## src/rtl/pipe_stage_skid.sv

```systemverilog
// pipe_stage_skid
// ---------------
// Generic valid/ready pipeline stage register carrying a PC+4 word and an
// instruction word. A second (skid) register absorbs the one entry that can
// arrive while the downstream is stalling. This lets in_ready be decoded purely
// from registered state, so there is no combinational path from out_ready to
// in_ready. A synchronous flush discards everything held plus the current
// offer, and the stage then presents a NOP bubble.
//
// Optional feature macro: PIPE_STAGE_PERF_EN
//   When defined, the stall_cnt and flush_cnt performance counter ports exist.
//
// Ports:
//   clk        clock, rising edge
//   rst        asynchronous active-low reset
//   in_valid   upstream offers an entry
//   in_ready   stage can accept (registered)
//   in_pc4     PC+4 of the offered entry
//   in_inst    instruction of the offered entry
//   flush      synchronous kill of held entries and of the current offer
//   out_valid  out_pc4/out_inst hold a valid entry
//   out_ready  downstream consumes the head entry
//   out_pc4    PC+4 of the head entry
//   out_inst   instruction of the head entry (NOP_INST when out_valid=0)
//   stall_cnt  cycles with out_valid & !out_ready & !flush (PIPE_STAGE_PERF_EN)
//   flush_cnt  cycles with flush while not EMPTY           (PIPE_STAGE_PERF_EN)

module pipe_stage_skid #(
    parameter int                PC_W     = 32,
    parameter int                INST_W   = 32,
    parameter logic [INST_W-1:0] NOP_INST = '0
) (
    input  logic              clk,
    input  logic              rst,
    input  logic              in_valid,
    output logic              in_ready,
    input  logic [PC_W-1:0]   in_pc4,
    input  logic [INST_W-1:0] in_inst,
    input  logic              flush,
    output logic              out_valid,
    input  logic              out_ready,
    output logic [PC_W-1:0]   out_pc4,
    output logic [INST_W-1:0] out_inst
`ifdef PIPE_STAGE_PERF_EN
    ,
    output logic [31:0]       stall_cnt,
    output logic [31:0]       flush_cnt
`endif
);

    typedef enum logic [1:0] {
        EMPTY = 2'd0,
        BUSY  = 2'd1,
        FULL  = 2'd2
    } state_t;

    state_t            state, state_next;
    logic [PC_W-1:0]   main_pc4, main_pc4_next;
    logic [INST_W-1:0] main_inst, main_inst_next;
    logic [PC_W-1:0]   skid_pc4, skid_pc4_next;
    logic [INST_W-1:0] skid_inst, skid_inst_next;
    logic              in_fire;

    // Handshake decode. in_ready depends on registered state only.
    assign in_ready  = (state != FULL);
    assign out_valid = (state != EMPTY);
    assign in_fire   = in_valid & in_ready & ~flush;
    assign out_pc4   = main_pc4;
    assign out_inst  = main_inst;

    // State and data registers.
    always_ff @(posedge clk or negedge rst) begin
        if (!rst) begin
            state     <= EMPTY;
            main_pc4  <= '0;
            main_inst <= NOP_INST;
            skid_pc4  <= '0;
            skid_inst <= NOP_INST;
        end else begin
            state     <= state_next;
            main_pc4  <= main_pc4_next;
            main_inst <= main_inst_next;
            skid_pc4  <= skid_pc4_next;
            skid_inst <= skid_inst_next;
        end
    end

    // Next-state and datapath steering. Every transition into EMPTY reloads
    // main with the bubble so out_inst reads NOP_INST whenever out_valid=0.
    always_comb begin
        state_next     = state;
        main_pc4_next  = main_pc4;
        main_inst_next = main_inst;
        skid_pc4_next  = skid_pc4;
        skid_inst_next = skid_inst;

        if (flush) begin
            state_next     = EMPTY;
            main_pc4_next  = '0;
            main_inst_next = NOP_INST;
            skid_pc4_next  = '0;
            skid_inst_next = NOP_INST;
        end else begin
            unique case (state)
                EMPTY: begin
                    if (in_fire) begin
                        state_next     = BUSY;
                        main_pc4_next  = in_pc4;
                        main_inst_next = in_inst;
                    end
                end
                BUSY: begin
                    if (in_fire && out_ready) begin
                        main_pc4_next  = in_pc4;
                        main_inst_next = in_inst;
                    end else if (in_fire) begin
                        state_next     = FULL;
                        skid_pc4_next  = in_pc4;
                        skid_inst_next = in_inst;
                    end else if (out_ready) begin
                        state_next     = EMPTY;
                        main_pc4_next  = '0;
                        main_inst_next = NOP_INST;
                    end
                end
                FULL: begin
                    // The skid entry was accepted after the head, so it moves
                    // up to the head when the head drains.
                    if (out_ready) begin
                        state_next     = BUSY;
                        main_pc4_next  = skid_pc4;
                        main_inst_next = skid_inst;
                        skid_pc4_next  = '0;
                        skid_inst_next = NOP_INST;
                    end
                end
                default: begin
                    state_next     = EMPTY;
                    main_pc4_next  = '0;
                    main_inst_next = NOP_INST;
                    skid_pc4_next  = '0;
                    skid_inst_next = NOP_INST;
                end
            endcase
        end
    end

`ifdef PIPE_STAGE_PERF_EN
    // Performance counters; both wrap naturally at 32 bits.
    always_ff @(posedge clk or negedge rst) begin
        if (!rst) begin
            stall_cnt <= '0;
            flush_cnt <= '0;
        end else begin
            if (out_valid && !out_ready && !flush) begin
                stall_cnt <= stall_cnt + 32'd1;
            end
            if (flush && (state != EMPTY)) begin
                flush_cnt <= flush_cnt + 32'd1;
            end
        end
    end
`endif

endmodule

```

## config.mk

```make
export PLATFORM = sky130hd
export DESIGN_NAME = pipe_stage_skid
export DESIGN_NICKNAME = d
export VERILOG_FILES = /design/src/rtl/pipe_stage_skid.sv
export SDC_FILE = /design/constraint.sdc
export NUM_CORES = 1
export LEC_CHECK = 0
export CAP_MARGIN = 40
export CORE_UTILIZATION = 30
export CTS_BUF_LIST = sky130_fd_sc_hd__clkbuf_4
export DETAILED_ROUTE_END_ITERATION = 7
export HOLD_SLACK_MARGIN = 0.06
export PLACE_DENSITY_LB_ADDON = 0.12
export SETUP_SLACK_MARGIN = 0.2
export SKIP_LAST_GASP = 1
export SYNTH_ARGS = -nofsm -noshare
export SYNTH_HDL_FRONTEND = slang
export SYNTH_SLANG_ARGS = --single-unit
export TNS_END_PERCENT = 10
```

## constraint.sdc

```tcl
create_clock -name clk -period 3.18 [get_ports clk]
set_input_delay 0.477 -clock clk [delete_from_list [all_inputs] [get_ports clk]]
set_output_delay 0.477 -clock clk [all_outputs]
set_load 0.005 [all_outputs]
```

Yosys cells after proc, flatten, opt, wreduce, memory -nomap -nowiden. Index checks and enable logic that the tools add are counted.

Register bits: 130. Bits of input ports: 69. Word-level logic and storage cells: 50.

Equality and inequality tests: 11. Muxes and demuxes: 25. Bitwise logic cells: 3. Reductions and logical operators: 6.

Operators by type and width (count): 32-bit two-way mux (14); 32-bit one-hot mux with 3 select lines (4); 2-bit two-way mux (6); 3-bit != test (second input constant) (4); 4-bit != test (second input constant) (3); 4-bit AND reduction (3); 2-bit one-hot mux with 3 select lines (1); 2-bit != test (second input constant) (2); 1-bit bitwise AND (2); 2-bit by 1-bit == test with 1-bit output (second input constant) (1); 2-bit == test (second input constant) (1); 2-bit logical NOT (1); 2-bit nonzero test (1); 1-bit logical AND (1); 1-bit NOT (1).

Depth between registers and ports, before layout.
Depth in word-level cells: 7. Depth in mapped cells: 7. Mapped depth without buffers: 4.

Least setup slack after synthesis. No wires, ideal clock.

Kind: register -> output. Start: reg state[0]. End: out out_valid. Arrival: 1166 ps. Required time: 2703 ps. Setup slack: 1537 ps. Cell stages (with the launch flop): 5. Path buffers: 3. Path through: dfrtp_1 > buf_2 > buf_2 > buf_1 > or2_2.

Longest elaborated chain between the ends: 1.

Ends and longest elaborated chain: start: declaration (line 57) `state_t state, state_next;`; start signal: assignment (line 80) `state <= state_next;`; 2-bit nonzero test (line 66) `assign out_valid = (state != EMPTY);`; end: declaration (line 40) `output logic out_valid,`.

Every way passes these cells.

Final worst setup path.
Start: reg state[1]. End: out out_valid.

The elaborated chain is that of the path after synthesis.

==> results.txt <==
----------------------------------------------------
[Placement]
  Post-DP HPWL ... 11,600 um
  Port Buffer Count ... 134
  Instance area after placement ... 8250 um^2
  Final weighted congestion of routability-driven global placement ... 0.735

[Floorplanning]
  Overall die area ... 22,800 um^2
  Total number of placement rows ... 54
  Placeable Area ... 21,800 um^2
  Boundary Pins ... 135
  Die outline height ... 151 um
  Initial core utilization ... 30.6%
  Die extent in x ... 151 um

[STA]
  WHS ... 0.500 ns
  Setup repair after global routing missed its margin ... false
  Share of the clock period used by the worst path after layout ... 82.9%
  Transition time at the pin with the least slew margin ... 0.759 ns
  Slew Limit Headroom ... 49.4%
  Sum Neg Setup Slack ... 0 ns
  Achievable clock frequency ... 379 MHz
  Fin. Hold Viols ... 0
  Setup Skew ... 0.0177 ns
  Final min period ... 2.64 ns
  Count of final max-slew check failures ... 0
  Count of final setup violators ... 0

[Setup path]
  Element type at the critical path start ... flip-flop
  Cell chain of the critical path ... or2_2, clkdlybuf4s50_1
  Required time at the endpoint of the critical path ... 2.70 ns
  Setup CP Type ... reg2out
  R2r endpoint ... out_inst[8]
  Slowest stage cell on the critical path ... sky130_fd_sc_hd__dfrtp_4
  RR Startpoint ... state[1]
  Worst Reg-to-Reg Cells ... 4
  Data arrival time of the worst path ... 2.16 ns
  Setup slack on the worst flop-to-flop path ... 0.89 ns
  Slowest stage delay, CP ... 0.91 ns
  Critical Path End Type ... output port
  Peak fanout along the critical path ... 40

[Finish]
  Number of filler cells placed in the layout ... 2,149
  Layout cell share with drive strength beyond 1 ... 7.64%
  Synthesis-to-finish area growth ... 28.0%
  Final net count ... 841
  Final standard cell utilization of the core ... 39.1%
  Final non-filler cell area ... 8510 um^2
  Multi-input gate area ... 2850 um^2
  Area occupied by registers ... 3260 um^2

[Synth]
  Register area share after synthesis ... 48.9%
  Synthesized netlist net count ... 718
  Post-synth EDFFs ... 0
  Top flip-flop cell by instance count after synthesis ... sky130_fd_sc_hd__dfrtp_1
  Synthesis warning total ... 0
  Post-synth top area share ... 48.9%
  Yosys top cell by area ... sky130_fd_sc_hd__dfrtp_1
  Most repeated cell in the gate-level netlist after synthesis ... sky130_fd_sc_hd__dfrtp_1
  Synthesized instance count ... 649
  Count of unique library cells instantiated by Yosys ... 25
  Share of flip-flops with an asynchronous set or reset after synthesis ... 100%
  Biggest area contributors in the synthesized netlist ... sky130_fd_sc_hd__dfrtp_1 (49%), sky130_fd_sc_hd__mux2i_1 (19%), sky130_fd_sc_hd__o2bb2ai_1 (8.4%)
  Area of the mapped netlist ... 6650 um^2
  Post-synth top cells ... sky130_fd_sc_hd__dfrtp_1 (130), sky130_fd_sc_hd__mux2i_1 (129), sky130_fd_sc_hd__nor2_1 (66)
  Post-Synthesis Mean Instance Area ... 10.2 um^2
  Synthesized flop and latch total ... 130

[GRT]
  Number of antenna violations at the first check in global routing ... 1
  Total congestion overflow after global routing ... 0
  First-pass GRT wire length ... 29,400 um
  All-Layer GR Usage ... 16.8%
  Via count of the first global-routing pass ... 5,456
  Pin count of the biggest net entering global routing ... 76

[Drt]
  Avg Vias per Cell ... 4.92
  Wire length per cell ... 17.0 um
  Final ANT Viol Nets ... 0
  Number of iterations in the first detailed-routing pass ... 6
  Routed wire length ... 18,200 um
  Vias after detailed routing ... 5,241
  DRC violation total after the first TritonRoute iteration ... 272
  Drt drc ... 0

[Power]
  Overall power after layout ... 3.62 mW
  Worst-case vdd ir drop ... 0.147 mV
  Pwr dens ... 425 nW/um^2
  Standby leakage power ... 3.48 nW

[Clock network]
  Clock-pin transition on the worst setup and hold timing paths ... 0.12 ns
  Depth of the CTS H-tree ... 4
  CTS tree ... yes
  Clock root buffer master ... sky130_fd_sc_hd__clkbuf_4
  Count of clock tree sinks ... 130
  Clock buffers created by TritonCTS ... 17
  CTS Buffer Depth ... 2
  Worst-skew pair later-pin latency ... 0.52 ns

[Worst hold path]
  End point of the worst hold path ... out_inst[11]
  Worst hold start ... out_inst[11]
  Path class of the lowest-slack min-delay path ... reg2reg
  Worst hold path cell count ... 1

[Status]
  Result of the run ... finished, final reports clean

[Flow run]
  Max-cap violation count ... 0

----------------------------------------------------
sequential cells by signal, indices dropped and copies added, names as in the netlist:
register and count:
out_inst 32, out_pc4 32, skid_inst 32, skid_pc4 32, state 2
how the worst max path moves through the flow:
| stage | startpoint | endpoint | slack (ns) | cells past startpoint |
|---|---|---|---|---|
| 3_5_place_dp | out_ready | out_inst[8] | 0.70 | 5 |
| 5_1_grt | state[1] | in_ready | 0.39 | 2 |
| 4_1_cts | state[1] | in_ready | 0.46 | 2 |
| 6_report | state[1] | out_valid | 0.54 | 2 |
| 2_1_floorplan | state[0] | out_valid | 1.54 | 4 |
| 3_3_place_gp | out_ready | out_inst[7] | 0.70 | 5 |
critical path, delay by kind of cell, from the launching register on:
kind                   cells  cell delay (ns)
DFF                        1             0.91
buffers and inverters      1             0.49
and+or+nand+nor            1             0.23
placed cells by master, fill, tap and decap left out, drive strengths merged:
cell type,n
o31ai,1
a211oi,1
buf,19
a21oi,65
bufinv,1
o32a,1
or2,1
clkbuf,17
nand2,65
nor2,68
nor3,2
dfrtp,130
dlygate4sd3,1
o2bb2ai,64
mux2i,129
clkdlybuf4s50,133
inv,66
clkinvlp,4
o22a,2
nand3b,1
diode,1
clkinv,9
nand2b,3
nor2b,1
nor3b,1
power breakdown:
group	internal (mW)	switching (mW)	leakage [nW]
registers	1.76	0.0751	1.76
logic	0.372	0.372	1.59
clock network	0.378	0.658	0.128
total	2.51	1.11	3.48
per-stage QoR:
stage | cells | setup slack (ns)
final | 1066 | 0.544
after detailed placement | 1032 | 0.705
after global placement | 1030 | 0.699
after global routing | 1066 | 0.389
after CTS | 1065 | 0.462
after floorplan | 649 | 1.54
cells by family (layout without fill, tap and decap cells):
logic type,count (synthesis),count (layout),synth area share (%)
other,0,1,0
AOI/OAI and AO/OA,134,134,14.2
buffers and inverters,114,250,8.49
DFF,130,130,48.9
and+or+nand+nor,142,142,9.01
muxes,129,129,19.4
timing repair:
item	CTS	global route
hold buffers	1	0
gates resized for setup	0	0
setup buffers	0	0
endpoints found under the hold margin	73	0
final cells by class:
class / instances / share of cell area [%]
antenna: 1 / 0.0294
clock buffer: 17 / 1.50
clock inverter: 15 / 1.40
inverter: 65 / 2.87
multi-input combinational: 405 / 33.5
sequential: 130 / 38.3
tap: 280 / 4.12
timing repair buffer: 153 / 18.3
layer usage:
layer	track usage, %	wire (um)
met3	3.83	811
met5	0	0
met1	22.6	8560
met4	4.10	130
met2	27.3	8660
(Power assumes the default switching activity.)
